<file path="src/rtl/alu_pg_stage.sv">
`timescale 1ns/1ps
`default_nettype none
// ============================================================================
//  Module   : alu_pg_stage
//  Purpose  : Registered operand / propagate-generate stage feeding the 4-bit
//             look-ahead carry sub-blocks. Computes per-bit propagate (p),
//             generate (g) and half-sum (h) with 74181-style function-select
//             gating, then presents them through a two-entry skid buffer so
//             full throughput is kept while the carry stage stalls.
//  Ports    : clk, rst_n (async, active low)
//             in_valid / in_ready   : upstream handshake (in_ready registered)
//             A, B [WIDTH]          : operands
//             S [4]                 : function select
//             Ci_inverse, M_inverse : active-low carry-in / mode, forwarded
//             out_valid / out_ready : downstream handshake
//             p, g, h [WIDTH]       : propagate / generate / half-sum vectors
//             Ci_inverse_o, M_inverse_o : forwarded carry-in and mode
//             op_count [16]         : completed output transfers (wrapping)
//  Revision : 1.0 - initial release
// ============================================================================
module alu_pg_stage #(
  parameter int WIDTH = 16  // multiple of 4: one nibble per carry sub-block
) (
  input  logic             clk,
  input  logic             rst_n,
  input  logic             in_valid,
  output logic             in_ready,
  input  logic [WIDTH-1:0] A,
  input  logic [WIDTH-1:0] B,
  input  logic [3:0]       S,
  input  logic             Ci_inverse,
  input  logic             M_inverse,
  output logic             out_valid,
  input  logic             out_ready,
  output logic [WIDTH-1:0] p,
  output logic [WIDTH-1:0] g,
  output logic [WIDTH-1:0] h,
  output logic             Ci_inverse_o,
  output logic             M_inverse_o,
  output logic [15:0]      op_count
);

  // Entry layout: {p, g, h, Ci_inverse, M_inverse}
  localparam int c_ENTRY_W = 3 * WIDTH + 2;
  // Cleared entry: vectors zero, active-low controls at their inactive level.
  localparam logic [c_ENTRY_W-1:0] c_RESET_ENTRY = {{(3 * WIDTH){1'b0}}, 2'b11};

  typedef enum logic [1:0] {
    ST_EMPTY = 2'd0,
    ST_ONE   = 2'd1,
    ST_FULL  = 2'd2
  } state_t;

  state_t                 r_state;
  logic                   r_in_ready;
  logic                   r_out_valid;
  logic [c_ENTRY_W-1:0]   r_main;
  logic [c_ENTRY_W-1:0]   r_skid;
  logic [15:0]            r_op_count;

  logic [WIDTH-1:0]       w_p;
  logic [WIDTH-1:0]       w_g;
  logic [WIDTH-1:0]       w_h;
  logic [c_ENTRY_W-1:0]   w_entry;
  logic                   w_in_xfer;
  logic                   w_out_xfer;

  // Per-bit function-select gating, evaluated ahead of the capture register.
  for (genvar i = 0; i < WIDTH; i++) begin : g_bit
    assign w_g[i] = (A[i] & B[i] & S[3]) | (A[i] & ~B[i] & S[2]);
    assign w_p[i] = A[i] | (B[i] & S[0]) | (~B[i] & S[1]);
    assign w_h[i] = w_p[i] & ~w_g[i];
  end

  // S only steers the gating above; it is not carried further downstream.
  assign w_entry    = {w_p, w_g, w_h, Ci_inverse, M_inverse};
  assign w_in_xfer  = in_valid & r_in_ready;
  assign w_out_xfer = r_out_valid & out_ready;

  always_ff @(posedge clk or negedge rst_n) begin
    if (!rst_n) begin
      r_state     <= ST_EMPTY;
      r_in_ready  <= 1'b1;
      r_out_valid <= 1'b0;
      r_main      <= c_RESET_ENTRY;
      r_skid      <= c_RESET_ENTRY;
      r_op_count  <= 16'd0;
    end else begin
      if (w_out_xfer) begin
        r_op_count <= r_op_count + 16'd1;
      end
      case (r_state)
        ST_EMPTY: begin
          if (w_in_xfer) begin
            r_main      <= w_entry;
            r_out_valid <= 1'b1;
            r_state     <= ST_ONE;
          end
        end
        ST_ONE: begin
          if (w_in_xfer && w_out_xfer) begin
            r_main <= w_entry;
          end else if (w_in_xfer) begin
            // Consumer stalled: park the newcomer so M stays stable.
            r_skid     <= w_entry;
            r_in_ready <= 1'b0;
            r_state    <= ST_FULL;
          end else if (w_out_xfer) begin
            r_out_valid <= 1'b0;
            r_state     <= ST_EMPTY;
          end
        end
        ST_FULL: begin
          // in_ready is low here, so no input can arrive this cycle.
          if (w_out_xfer) begin
            r_main     <= r_skid;
            r_in_ready <= 1'b1;
            r_state    <= ST_ONE;
          end
        end
        default: begin
          r_in_ready  <= 1'b1;
          r_out_valid <= 1'b0;
          r_state     <= ST_EMPTY;
        end
      endcase
    end
  end

  assign in_ready  = r_in_ready;
  assign out_valid = r_out_valid;
  assign {p, g, h, Ci_inverse_o, M_inverse_o} = r_main;
  assign op_count  = r_op_count;

endmodule
`default_nettype wire

</file>
<file path="config.mk">
export PLATFORM = sky130hd
export DESIGN_NAME = alu_pg_stage
export DESIGN_NICKNAME = d
export VERILOG_FILES = /design/src/rtl/alu_pg_stage.sv
export SDC_FILE = /design/constraint.sdc
export NUM_CORES = 1
export LEC_CHECK = 0
export CAP_MARGIN = 15
export CORE_MARGIN = 2
export CORE_UTILIZATION = 43
export CTS_CLUSTER_DIAMETER = 80
export DETAILED_ROUTE_END_ITERATION = 12
export HOLD_SLACK_MARGIN = 0.03
export PLACE_DENSITY = 0.67
export SLEW_MARGIN = 30
export SYNTH_ARGS = -nofsm -noshare
export SYNTH_HDL_FRONTEND = slang
export SYNTH_SLANG_ARGS = --single-unit
</file>
<file path="constraint.sdc">
create_clock -name clk -period 5.7 [get_ports clk]
set_clock_uncertainty 0.2 [all_clocks]
set_input_delay 1.14 -clock clk [delete_from_list [all_inputs] [get_ports clk]]
set_output_delay 1.14 -clock clk [all_outputs]
set_load 0.005 [all_outputs]
</file>
# Word-level counts from Yosys, hierarchy flattened
# Index checks and enable logic that the tools add are counted.
# W data, S select, Z words.
# word_totals
regBits,120
input_bits,42
output_inout_bits,68
elab_cells,241
# op_classes
addsub,1
n_eq_ne,10
n_mux,19
bitwise,197
reduce_logical,8
# ops
op,count
$mux W50,3
$pmux W50 S3,1
$and A1 B1 Y1,114
$or A1 B1 Y1,48
$not A1 Y1,35
$add A16 B1 Y16 const B,1
$ne A2 B2 Y1 const B,7
$reduce_and A4 Y1,3
$mux W2,5
$mux W1,7
$pmux W1 S3,2
$pmux W2 S3,1
$reduce_and A5 Y1,1
$ne A3 B3 Y1 const B,1
$reduce_and A3 Y1,1
$reduce_bool A3 Y1,1
$eq A2 B1 Y1 const B,1
$eq A2 B2 Y1 const B,1
$logic_not A2 Y1,1
$logic_and A1 B1 Y1,1

# Logic depth before layout (Yosys ltp)
# depth
depth_word,8
depth_mapped,6
depth_no_buf,5

# Least setup slack after synthesis
# OpenSTA, ideal clock, no wires.
# synth_timing
path_type,in2reg
start,input port in_valid
end,register r_main[20]
setup_ps,125
arrival_time_ps,2289
required_time_ps,5375
path_slack_ps,3086
path_stages,5
n_path_buf,1
cell_sequence,and3b_1 o21ba_2 a21oi_4 buf_6 mux2_2
# synth_between
elab_chain_len,4
elab_cells_between_ends,5
classes_between,eq/ne (2); bitwise (1); reduce/logical (2)
# synth_lines
item,line,rtl
from (decl),26,"input logic in_valid,"
$and A1 B1 Y1 (*),77,assign w_in_xfer = in_valid & r_in_ready;
$logic_and A1 B1 Y1,101,if (w_in_xfer && w_out_xfer) begin
$ne A2 B2 Y1 (no line),-,
$reduce_and A4 Y1 (no line) (*),-,
to (signal assigned),85,r_main <= c_RESET_ENTRY;
to (signal assigned),102,r_main <= w_entry;
to (signal assigned),116,r_main <= r_skid;
to (decl),57,logic [c_ENTRY_W-1:0] r_main;
# Mark *: on every way between the ends. The rest lies on a longest branch, timed or not.
# A chain may end at the register's enable or synchronous reset.

# Worst setup path after layout
# layout_timing
start,input port in_valid
end,register r_main[46]
# The elaborated chain is that of the path after synthesis.

==> impl_metrics.toml <==
[flow_run]
cap_violations = 0

[route]
vias = 5052
viasPerCell = 5.60
drc_errors = 0
routed_wl_um = 15500
drt-wirelength-per-cell_um = 17.2
drt_iter0_markers = 338
drtAntennaViolNets = 0
firstDrtPassIters = 5

[final_layout]
final_cell_mix = "nand2_1 (131), dfrtp_1 (115), clkdlybuf4s50_1 (105), o21ai_0 (82), mux2_2 (80)"
mostFrequentLayoutCell = "nand2_1"
fin_cells = 902
fillCellCount = 1192
final_core_util_pct = 57.2
fin_nets = 753
area_growth_pct = 29.1
final_area_um2 = 7970
drive_gt1_share_pct = 17.8

[global_route]
gr-total-overflow = 0
antenna_found_initial = 1
grt_pass1_vias = 4944
grt_first_pass_wirelength_um = 24900
grtUsageTotal_pct = 21.2
grt_max_degree = 84

[clock_network]
htree_levels = 4
cts.sinks = 120
cts_hold_buf = 0
cts_setup_buffers = 0
clk_pin_slew_ns = 0.05
clock-root-buffer = "clkbuf_16"
cts_resized = 0
cts_tree = "built"
cts_inserted_buffers = 17
cts_max_path_buffers = 2
clk_latency_ns = 0.41

[timing]
setup_tns_ns = 0
tightest_slew_ns = 0.943
setup_viol = 0
hold_viol = 0
grt_setup_unrepaired = "false"
fin_crit_ns = 3.42
worst_slack_ns = 2.28
timing.final.crit_share_pct = 59.9
slew_headroom_pct = 37.1
fmax_mhz = 293
drv_slew = 0

[placement]
placed_cell_area_um2 = 7320
hpwl_um = 10000
post-place-cells = 871
gp_congestion = 0.776
portBuffers = 109
dp_slack_ns = 1.87

[synthesis]
syn_area_per_cell_um2 = 9.97
syn-instance-count = 619
syn_nets = 662
syn_area_um2 = 6170
synth_warnings = 0
yosys.area_share.simple_pct = 13.1
seq_area_frac_synth_pct = 48.8
synth_mux_area_share_pct = 15.3
synth-adder-area-share_pct = 0.203
synth_cell_types = 35
synth-seq-cells = 120
synth_top_family_by_area = "compound AO/OA/AOI/OAI gates"
synth-compound-area-share_pct = 17.2
synth_xor_area_share_pct = 2.13

[power_and_ir_drop]
p_leak_nw = 3.43
p_per_area_nw_per_um2 = 268
ir_drop_mv = 0.202

[worst_setup_path]
timing.rr.start = "r_state[1]$_DFFE_PN0P_"
path_max_fanout = 39
path_class = "primary input to flop"
r2r-end = "r_main[46]$_DFFE_PN0P_"
cp.required_ns = 5.79
r2r_setup_slack_ns = 3.06
endpoint_kind = "flop"
rr_worst_depth = 5
worst_setup_path_start_kind = "primary input"
cp.arrival_ns = 3.51

[status]
status = "finished, final reports clean"

[floorplanning]
die_w_um = 124
io_pins = 110
num_rows = 43
start_util_pct = 44.3
die_area_um2 = 15300
core_um2 = 13900
die_y_um = 124

[worst_hold_path]
min_from = "op_count[15]$_DFFE_PN0P_"
hold_class = "flop to flop"
hold_depth = 1
hold-path-endpoint = "op_count[15]$_DFFE_PN0P_"
[area by class of cell]
| cell class | count | area (um2) | area share (%) |
|---|---|---|---|
| flip-flops and latches | 120 | 3010 | 37.8 |
| clock inverters | 7 | 140 | 1.76 |
| well taps | 180 | 225 | 2.83 |
| repair buffers | 113 | 1110 | 13.9 |
| multi-input cells | 458 | 2980 | 37.5 |
| diodes | 1 | 2.50 | 0.0314 |
| clock buffers | 23 | 498 | 6.25 |
[synth_stat cells, drive strengths merged]
cell / count / area (um2)
a211oi: 16 / 120
a21oi: 19 / 106
and2: 1 / 6.26
and3: 3 / 18.8
and3b: 1 / 8.76
and4: 1 / 8.76
buf: 16 / 108
clkbuf: 25 / 93.8
dfrtp: 115 / 2880
dfstp: 5 / 131
ha: 1 / 12.5
mux2: 84 / 946
nand2: 131 / 492
nand3: 6 / 30.0
nand3b: 1 / 7.51
nand4: 5 / 31.3
nor2: 20 / 75.1
nor2b: 17 / 106
nor3: 2 / 10.0
o2111ai: 16 / 140
o211ai: 16 / 120
o21a: 1 / 7.51
o21ai: 82 / 410
o21ba: 1 / 10.0
o21bai: 1 / 7.51
o311ai: 16 / 140
or2: 1 / 6.26
or2b: 1 / 7.51
xnor2: 12 / 105
xor2: 3 / 26.3
[state kept, by name, summed over array words and instances, names as in the netlist]
| signal | flops |
|---|---|
| in_ready | 1 |
| r_state | 2 |
| r_main | 50 |
| out_valid | 1 |
| r_skid | 50 |
| op_count | 16 |
[worst max-delay path by stage]
stage | slack (ns) | end | start | cells after the start
2_1_floorplan | 3.09 | r_main[20]$_DFFE_PN0P_ | in_valid | 5
3_3_place_gp | 1.92 | r_main[47]$_DFFE_PN0P_ | in_valid | 6
3_5_place_dp | 1.87 | r_main[40]$_DFFE_PN0P_ | in_valid | 6
4_1_cts | 2.29 | r_main[46]$_DFFE_PN0P_ | in_valid | 6
5_1_grt | 2.18 | r_main[46]$_DFFE_PN0P_ | in_valid | 6
6_report | 2.28 | r_main[46]$_DFFE_PN0P_ | in_valid | 6
[layer usage]
metal | up-vias | global-route usage [%] | wire [um]
li1 | 2418 | - | -
met1 | 2458 | 29.2 | 7030
met2 | 162 | 33.4 | 7400
met3 | 14 | 4.58 | 930
met4 | 0 | 6.53 | 178
met5 | - | 0 | 0
[per-stage QoR]
stage                     hold WS, ns  total power [mW]
after floorplan                 0.250             0.920
after global placement          0.261             0.995
after detailed placement        0.267             0.998
after CTS                       0.274              2.15
after global routing            0.298              2.21
final                           0.263              2.14
[power breakdown]
group	leakage, nW	internal, mW	switching, mW	total, mW
clock network	0.307	0.784	0.368	1.15
logic	1.47	0.0498	0.0815	0.131
registers	1.65	0.853	0	0.853
[critical path, cell delays in order]
cell	delay (ns)
clkdlybuf4s50_1	0.47
and3b_1	0.30
o21ba_2	0.27
a21oi_4	0.35
buf_4	0.55
mux2_2	0.41
[logic make-up (layout without fill, tap and decap cells)]
family / Yosys count / count (layout)
and+or+nand+nor: 190 / 190
AOI/OAI and AO/OA: 168 / 168
DFF: 120 / 120
muxes: 84 / 84
buffers and inverters: 41 / 143
xor gates and xnor gates: 15 / 15
adders and majority gates: 1 / 1
other: 0 / 1
No activity file was read; power rests on OpenSTA's default activity.
